==> src/rtl/vc4000_cart_loader.sv <==
// rtl/vc4000_cart_loader.sv - ioctl cartridge download to req/ack ROM store writer.
// Optional fill of unloaded space with FILL_BYTE when VC4000_CART_FILL_EN is defined.
module vc4000_cart_loader #(
  parameter int          ADDR_W     = 15,
  parameter logic [7:0]  CART_INDEX = 8'd1,
  parameter logic [7:0]  FILL_BYTE  = 8'hFF
) (
  input  logic              clk,
  input  logic              reset,
  input  logic              ioctl_download,
  input  logic [7:0]        ioctl_index,
  input  logic              ioctl_wr,
  input  logic [24:0]       ioctl_addr,
  input  logic [7:0]        ioctl_dout,
  output logic              ioctl_wait,
  output logic [ADDR_W-1:0] mem_addr,
  output logic [7:0]        mem_data,
  output logic              mem_req,
  input  logic              mem_ack,
  output logic [ADDR_W:0]   cart_size,
  output logic [ADDR_W-1:0] cart_mask,
  output logic              cart_loaded,
  output logic              overflow,
  output logic              core_reset
);

  typedef enum logic [2:0] {
    IDLE,
    LOAD,
    WRITE,
`ifdef VC4000_CART_FILL_EN
    FILL,
`endif
    DONE
  } state_t;

  localparam logic [ADDR_W:0] CAP = {1'b1, {ADDR_W{1'b0}}};

  state_t            state_q, state_d;
  logic              dl_q, dl_d;
  logic              wait_q, wait_d;
  logic [ADDR_W-1:0] mem_addr_q, mem_addr_d;
  logic [7:0]        mem_data_q, mem_data_d;
  logic              mem_req_q, mem_req_d;
  logic [ADDR_W:0]   cart_size_q, cart_size_d;
  logic              cart_loaded_q, cart_loaded_d;
  logic              overflow_q, overflow_d;
  logic              core_reset_q, core_reset_d;
  logic              restart_q, restart_d;

  logic              start;
  logic              in_range;
  logic [ADDR_W:0]   addr_p1;
  logic              go_load;
  logic              go_end;
  logic [ADDR_W-1:0] mask;

`ifndef VC4000_CART_FILL_EN
  logic [7:0] unused_fill_byte;
  assign unused_fill_byte = FILL_BYTE;
`endif

  always_comb begin
    state_d       = state_q;
    dl_d          = ioctl_download;
    wait_d        = wait_q;
    mem_addr_d    = mem_addr_q;
    mem_data_d    = mem_data_q;
    mem_req_d     = mem_req_q;
    cart_size_d   = cart_size_q;
    cart_loaded_d = cart_loaded_q;
    overflow_d    = overflow_q;
    core_reset_d  = core_reset_q;
    restart_d     = restart_q;
    go_load       = 1'b0;
    go_end        = 1'b0;

    start    = ioctl_download && !dl_q && (ioctl_index == CART_INDEX);
    in_range = (ioctl_addr[24:ADDR_W] == '0);
    addr_p1  = {1'b0, ioctl_addr[ADDR_W-1:0]} + (ADDR_W+1)'(1);

    case (state_q)
      IDLE: begin
        if (start) go_load = 1'b1;
      end
      LOAD: begin
        if (!ioctl_download) begin
          go_end = 1'b1;
        end else if (ioctl_wr) begin
          if (in_range) begin
            mem_addr_d = ioctl_addr[ADDR_W-1:0];
            mem_data_d = ioctl_dout;
            mem_req_d  = 1'b1;
            wait_d     = 1'b1;
            state_d    = WRITE;
            if (addr_p1 > cart_size_q) cart_size_d = addr_p1;
          end else begin
            overflow_d  = 1'b1;
            cart_size_d = CAP;
          end
        end
      end
      WRITE: begin
        // A download that ended during the write is finished once the byte lands.
        if (mem_ack) begin
          mem_req_d = 1'b0;
          wait_d    = 1'b0;
          if (!ioctl_download) go_end = 1'b1;
          else                 state_d = LOAD;
        end
      end
`ifdef VC4000_CART_FILL_EN
      FILL: begin
        if (start) restart_d = 1'b1;
        if (mem_ack) begin
          if (restart_q || start) begin
            mem_req_d = 1'b0;
            restart_d = 1'b0;
            go_load   = 1'b1;
          end else if (mem_addr_q == {ADDR_W{1'b1}}) begin
            mem_req_d = 1'b0;
            state_d   = DONE;
          end else begin
            mem_addr_d = mem_addr_q + ADDR_W'(1);
          end
        end
      end
`endif
      DONE: begin
        cart_loaded_d = (cart_size_q != '0);
        core_reset_d  = 1'b0;
        if (start) go_load = 1'b1;
      end
      default: state_d = IDLE;
    endcase

    if (go_end) begin
`ifdef VC4000_CART_FILL_EN
      if (cart_size_q == CAP) begin
        state_d = DONE;
      end else begin
        state_d    = FILL;
        mem_addr_d = cart_size_q[ADDR_W-1:0];
        mem_data_d = FILL_BYTE;
        mem_req_d  = 1'b1;
      end
`else
      state_d = DONE;
`endif
    end

    if (go_load) begin
      state_d       = LOAD;
      cart_size_d   = '0;
      overflow_d    = 1'b0;
      cart_loaded_d = 1'b0;
      core_reset_d  = 1'b1;
    end
  end

  always_ff @(posedge clk) begin
    if (reset) begin
      state_q       <= IDLE;
      dl_q          <= ioctl_download;
      wait_q        <= 1'b0;
      mem_addr_q    <= '0;
      mem_data_q    <= '0;
      mem_req_q     <= 1'b0;
      cart_size_q   <= '0;
      cart_loaded_q <= 1'b0;
      overflow_q    <= 1'b0;
      core_reset_q  <= 1'b1;
      restart_q     <= 1'b0;
    end else begin
      state_q       <= state_d;
      dl_q          <= dl_d;
      wait_q        <= wait_d;
      mem_addr_q    <= mem_addr_d;
      mem_data_q    <= mem_data_d;
      mem_req_q     <= mem_req_d;
      cart_size_q   <= cart_size_d;
      cart_loaded_q <= cart_loaded_d;
      overflow_q    <= overflow_d;
      core_reset_q  <= core_reset_d;
      restart_q     <= restart_d;
    end
  end

  // Mirror mask: smear the highest set bit of (size-1) downward.
  always_comb begin
    mask = cart_size_q[ADDR_W-1:0] - ADDR_W'(1);
    for (int i = ADDR_W - 2; i >= 0; i--) mask[i] = mask[i] | mask[i+1];
    if (cart_size_q == '0) mask = '0;
  end

  assign ioctl_wait  = wait_q;
  assign mem_addr    = mem_addr_q;
  assign mem_data    = mem_data_q;
  assign mem_req     = mem_req_q;
  assign cart_size   = cart_size_q;
  assign cart_mask   = mask;
  assign cart_loaded = cart_loaded_q;
  assign overflow    = overflow_q;
  assign core_reset  = core_reset_q;

endmodule
==> config.mk <==
export PLATFORM = sky130hd
export DESIGN_NAME = vc4000_cart_loader
export DESIGN_NICKNAME = d
export VERILOG_FILES = /design/src/rtl/vc4000_cart_loader.sv
export SDC_FILE = /design/constraint.sdc
export NUM_CORES = 1
export LEC_CHECK = 0
export ABC_AREA = 1
export CAP_MARGIN = 5
export CORE_UTILIZATION = 49
export CTS_CLUSTER_SIZE = 14
export DETAILED_ROUTE_END_ITERATION = 7
export PLACE_DENSITY = 0.95
export SKIP_LAST_GASP = 1
export SYNTH_ARGS = -nofsm -noshare
export SYNTH_HDL_FRONTEND = slang
export SYNTH_SLANG_ARGS = --single-unit
==> constraint.sdc <==
create_clock -name clk -period 6.06 [get_ports clk]
set_input_delay 1.212 -clock clk [delete_from_list [all_inputs] [get_ports clk]]
set_output_delay 1.212 -clock clk [all_outputs]
set_load 0.03 [all_outputs]
# ---- Yosys cells after proc, flatten, opt, wreduce, memory -nomap -nowiden
# Index checks and enable logic that the tools add are counted.
dict set report totals {
  regBits 47
  latchBits 0
  ramBits 0
  romBits 0
  out_inout_bits 59
  elab_cells 91
  memories 0
}
dict set report op_classes {
  addsub 2
  mul 0
  div 0
  n_lt_le_gt_ge 1
  eq_ne 22
  shift 0
  n_mux 21
  bitwise_logic 16
  n_reduce_logical 18
}
# op count
set op_table {}
lappend op_table {{$mux 16} 2}
lappend op_table {{$ne 4x4->1 const B} 5}
lappend op_table {{$reduce_and 6->1} 3}
lappend op_table {{$add 15x1->16 const B} 1}
lappend op_table {{$gt 16x16->1} 1}
lappend op_table {{$logic_not 16->1} 1}
lappend op_table {{$reduce_bool 16->1} 1}
lappend op_table {{$mux 15} 1}
lappend op_table {{$mux 3} 5}
lappend op_table {{$ne 3x3->1 const B} 5}
lappend op_table {{$sub 15x1->15 const B} 1}
lappend op_table {{$or 1x1->1} 14}
lappend op_table {{$reduce_and 4->1} 3}
lappend op_table {{$logic_not 10->1} 1}
lappend op_table {{$ne 2x2->1 const B} 5}
lappend op_table {{$mux 1} 9}
lappend op_table {{$pmux 3 s3} 1}
lappend op_table {{$eq 8x1->1 const B} 1}
lappend op_table {{$eq 3x2->1 const B} 2}
lappend op_table {{$reduce_and 5->1} 1}
lappend op_table {{$ne 2x1->1 const B} 2}
lappend op_table {{$pmux 1 s2} 2}
lappend op_table {{$reduce_or 2->1} 2}
lappend op_table {{$eq 3x1->1 const B} 1}
lappend op_table {{other kinds (8)} 10}

# ---- Depth between registers and ports, before layout
dict set report logic_depth {
  depth_word 16
  ltp_mapped 19
}

# ---- Worst setup path after synthesis
# OpenSTA, ideal clock, no wires.
dict set report synth_path {
  kind {input to register}
  startpoint {input port ioctl_addr[0]}
  endpoint {register cart_size_q[6] (netlist: cart_size[6])}
  arrival_ns 3.592
  required_time_ns 5.990
  setup_slack_ns 2.397
  path_stages 19
  path_buffers 1
  cell_sequence {ha_1 -> nand2_1 -> nor2_1 -> nand3_1 -> nor2_1 -> inv_1 -> nor2_1 -> nand4_1 -> xnor2_1 -> ha_1 -> nand4_1 -> nor3_1 -> nand2_1 -> o2111ai_1 -> nand2_1 -> nor2_4 -> buf_4 -> nand2_1 -> a21oi_1}
}
dict set report synth_between {
  elab_chain_len 4
}
# element line_no
set synth_rtl {}
lappend synth_rtl {{start, declared} 13} ;# input logic [24:0] ioctl_addr,
lappend synth_rtl {{$add 15x1->16 (*)} 80} ;# addr_p1 = {1'b0, ioctl_addr[ADDR_W-1:0]} + (ADDR_W+1)'(1);
lappend synth_rtl {{$gt 16x16->1} 96} ;# if (addr_p1 > cart_size_q) cart_size_d = addr_p1;
lappend synth_rtl {{$ne 2x1->1 (no line)} n/a}
lappend synth_rtl {{$reduce_and 4->1 (no line)} n/a}
lappend synth_rtl {{end signal, assigned} 181} ;# cart_size_q <= cart_size_d;
lappend synth_rtl {{end, declared} 45} ;# logic [ADDR_W:0] cart_size_q, cart_size_d;
# Every way passes the cells marked *; elsewhere a longest branch is shown, timed or not. The select of a mux whose other input is x is not followed.
# A chain may end at the register's enable or synchronous reset.

# ---- Worst setup path after layout
dict set report layout_path {
  startpoint {input port ioctl_addr[0]}
  endpoint {register cart_size_q[0] (netlist: cart_size[0])}
}
# Same word-level chain as after synthesis.

==> results.json <==
{
  "place_ws_ns": 1.271,
  "clkTransAtPathRegs_ns": 0.08,
  "drc_errors": 0,
  "synth_compound_area_share_pct": 12.87,
  "io_pins": 105,
  "crit_start": "ioctl_addr[0]",
  "period_share_pct": 76.44,
  "utilization_pct": 70.69,
  "status": "finished, final reports clean",
  "synth_ff_type": "dfxtp_1",
  "fmax_mhz": 215.9,
  "die_w_um": 80.56,
  "top_layer": "met4",
  "core_um2": 5921,
  "arrival_ns": 4.85,
  "die-area_um2": 6490,
  "hold_path_class": "flip-flop to flip-flop",
  "antenna_found_initial": 0,
  "synth_nets": 506,
  "final_cells": 613,
  "drtAntennaViolNets": 0,
  "setup_tns_ns": 0,
  "relSlewSlack_pct": 17.92,
  "drive_above_1_share_pct": 5.762,
  "drtIter0Drc": 180,
  "crit_fanout": 16,
  "vias": 3248,
  "cts_setup_buffers": 0,
  "yosysTopAreaCell": "dfxtp_1",
  "wl_met2_um": 4059,
  "fin_ws_ns": 1.427,
  "slew_viol_final": 0,
  "yosys-top-cells-count": "nand2_1, nor2_1, inv_1, dfxtp_1, o21ai_0",
  "slowest_stage": "a21boi_2",
  "ys_async_sr_fraction_pct": 0,
  "crit_family": "simple AND/OR/NAND/NOR gates",
  "synth_cell_types": 35,
  "max_cap_viol_count": 0,
  "fin_skew_ns": 0.003566,
  "synthMuxAreaShare_pct": 0,
  "track_usage_pct": 27.30,
  "fin_nets": 605,
  "rows": 28,
  "cts_buffers": 5,
  "critPathLaunchType": "primary input",
  "cp_slowest_stage_delay_ns": 0.62,
  "timing.rr.start": "state_q[1]",
  "dp_cells": 605,
  "gp_congestion": 0.8851,
  "worstHoldStart": "overflow",
  "clk_latency_ns": 0.30,
  "met3_length_um": 648,
  "synth-simple-area-share_pct": 32.97,
  "first_global_vias": 3302,
  "path_buf_inv": 2,
  "ys_seq_elements": 46,
  "syn_to_final_growth_pct": 38.39,
  "yosysMostFrequentCell": "nand2_1",
  "hold_viol": 0,
  "powerDensity_nw_per_um2": 179.8,
  "synth_fa_ha_area_share_pct": 9.102,
  "leakage_nw": 1.877,
  "rsz0062_at_grt": "false",
  "io_buffers": 104,
  "met1_length_um": 3425,
  "routed_wirelength_um": 8340,
  "tightestPinTransition_ns": 1.227,
  "vdd_drop_max_mv": 0.1630,
  "avgSynthCellArea_um2": 6.904,
  "grt_pass1_wl_um": 13960,
  "seq_area_frac_synth_pct": 30.45,
  "start_util_pct": 51.08,
  "synth_area_um2": 3024,
  "wl_per_cell_um": 13.61,
  "worstPathCellList": "clkdlybuf4s50_1 -> ha_1 -> nand2_1 -> nor2_1 -> nand3_1 -> nor2_1 -> inv_1 -> nor2_1 -> nand4_1 -> xnor2_1 -> ha_1 -> nand4_1 -> nor3_1 -> a31oi_1 -> a21boi_2 -> nand2_1 -> a21oi_1",
  "synth_xor_area_share_pct": 5.503,
  "setup_violations": 0,
  "grt_overflow_total": 0,
  "min_period_ns": 4.633,
  "first_pass_iters": 4,
  "chipHeight_um": 80.56,
  "netlist.area_leader.share_pct": 30.45,
  "cp.required_ns": 6.28,
  "cts_tree": "done",
  "crit_path_end_kind": "flip-flop",
  "dp_hpwl_um": 6540,
  "syn_inst": 438,
  "cts_hold_buf": 0,
  "cts.sinks": 46,
  "htreeDepth": 2,
  "path_common_cell": "nor2_1",
  "cts-root-buf": "clkbuf_8",
  "synth_edf_count": 0,
  "critical_path_class": "primary input to flip-flop",
  "via_per_inst": 5.299,
  "synth.area.top_cells": "dfxtp_1, nand2_1, ha_1, nor2_1, inv_1",
  "synth_top_family_by_area": "simple AND/OR/NAND/NOR gates",
  "yosys_warnings": 0,
  "grt_max_degree": 28,
  "antennaDiodeCount": 0,
  "cts_resized": 0,
  "ctsLongestPathBuffers": 2
}
placed cells by master (no fill, tap or decap), types with 3 or more instances in the layout:
| cell | count |
|---|---|
| nand2_1 | 82 |
| nor3_1 | 4 |
| o21ai_0 | 31 |
| nor2_1 | 70 |
| a31oi_1 | 5 |
| nand3_1 | 19 |
| nor2_4 | 5 |
| xor2_1 | 16 |
| a21oi_1 | 27 |
| ha_1 | 22 |
| nand2_2 | 5 |
| clkdlybuf4s50_1 | 104 |
| xnor2_1 | 3 |
| nor4_1 | 6 |
| dfxtp_1 | 46 |
| nor2_2 | 5 |
| nand4_1 | 7 |
| clkbuf_8 | 6 |
| inv_1 | 55 |
cell families after synthesis:
family / after synthesis
flops: 46
simple gates: 212
compound gates: 71
fa+ha+maj: 22
xor+xnor: 19
buf+inv: 68
report_power, final:
group | leakage [nW] | switching [mW] | internal, mW
sequential | 0.371 | 0.00499 | 0.308
clock | 0.0482 | 0.102 | 0.0921
combinational | 1.46 | 0.140 | 0.105
area by class of cell:
| class | count | area [um2] |
|---|---|---|
| Clock buffer | 7 | 86.33 |
| Clock inverter | 1 | 5.005 |
| Fill cell | 463 | 1735 |
| Inverter | 56 | 210.2 |
| Multi-Input combinational cell | 324 | 1828 |
| Sequential cell | 46 | 920.9 |
| Tap cell | 75 | 93.84 |
| Timing Repair Buffer | 104 | 1041 |
worst paths after layout:
| path | to | slack [ns] | cells past startpoint |
|---|---|---|---|
| max | cart_size[0] | 1.43 | 17 |
| min | overflow | 0.47 | 2 |
| max reg2reg | mem_addr[0] | 3.48 | 8 |
| min reg2reg | overflow | 0.47 | 2 |
sequential cells by signal (all words and copies together), names as in the netlist:
name	count
mem_data	8
core_reset	1
mem_req	1
state_q	2
mem_addr	15
overflow	1
dl_q	1
cart_size	16
cart_loaded	1
stage by stage:
| stage | total power, mW | area [um2] | hold slack [ns] |
|---|---|---|---|
| finish | 0.7525 | 4185 | 0.4737 |
| global route | 0.7905 | 4185 | 0.5296 |
| CTS | 0.7526 | 4185 | 0.4732 |
| detailed placement | 0.5633 | 4094 | 0.4584 |
| global placement | 0.5551 | 4094 | 0.4500 |
| floorplan | 0.4630 | 3024 | 0.4707 |
worst min-delay path, stage by stage, from the launching register on:
cell	delay, ns
dfxtp_1	0.34
a21oi_1	0.04
nor2_1	0.07
routing by layer:
| metal | GRT usage, % | vias up |
|---|---|---|
| met1 | 29.79 | 1470 |
| met5 | 0 | - |
| met3 | 6.932 | 24 |
| met2 | 49.58 | 135 |
| li1 | - | 1619 |
| met4 | 11.25 | 0 |
(Power assumes the default switching activity.)
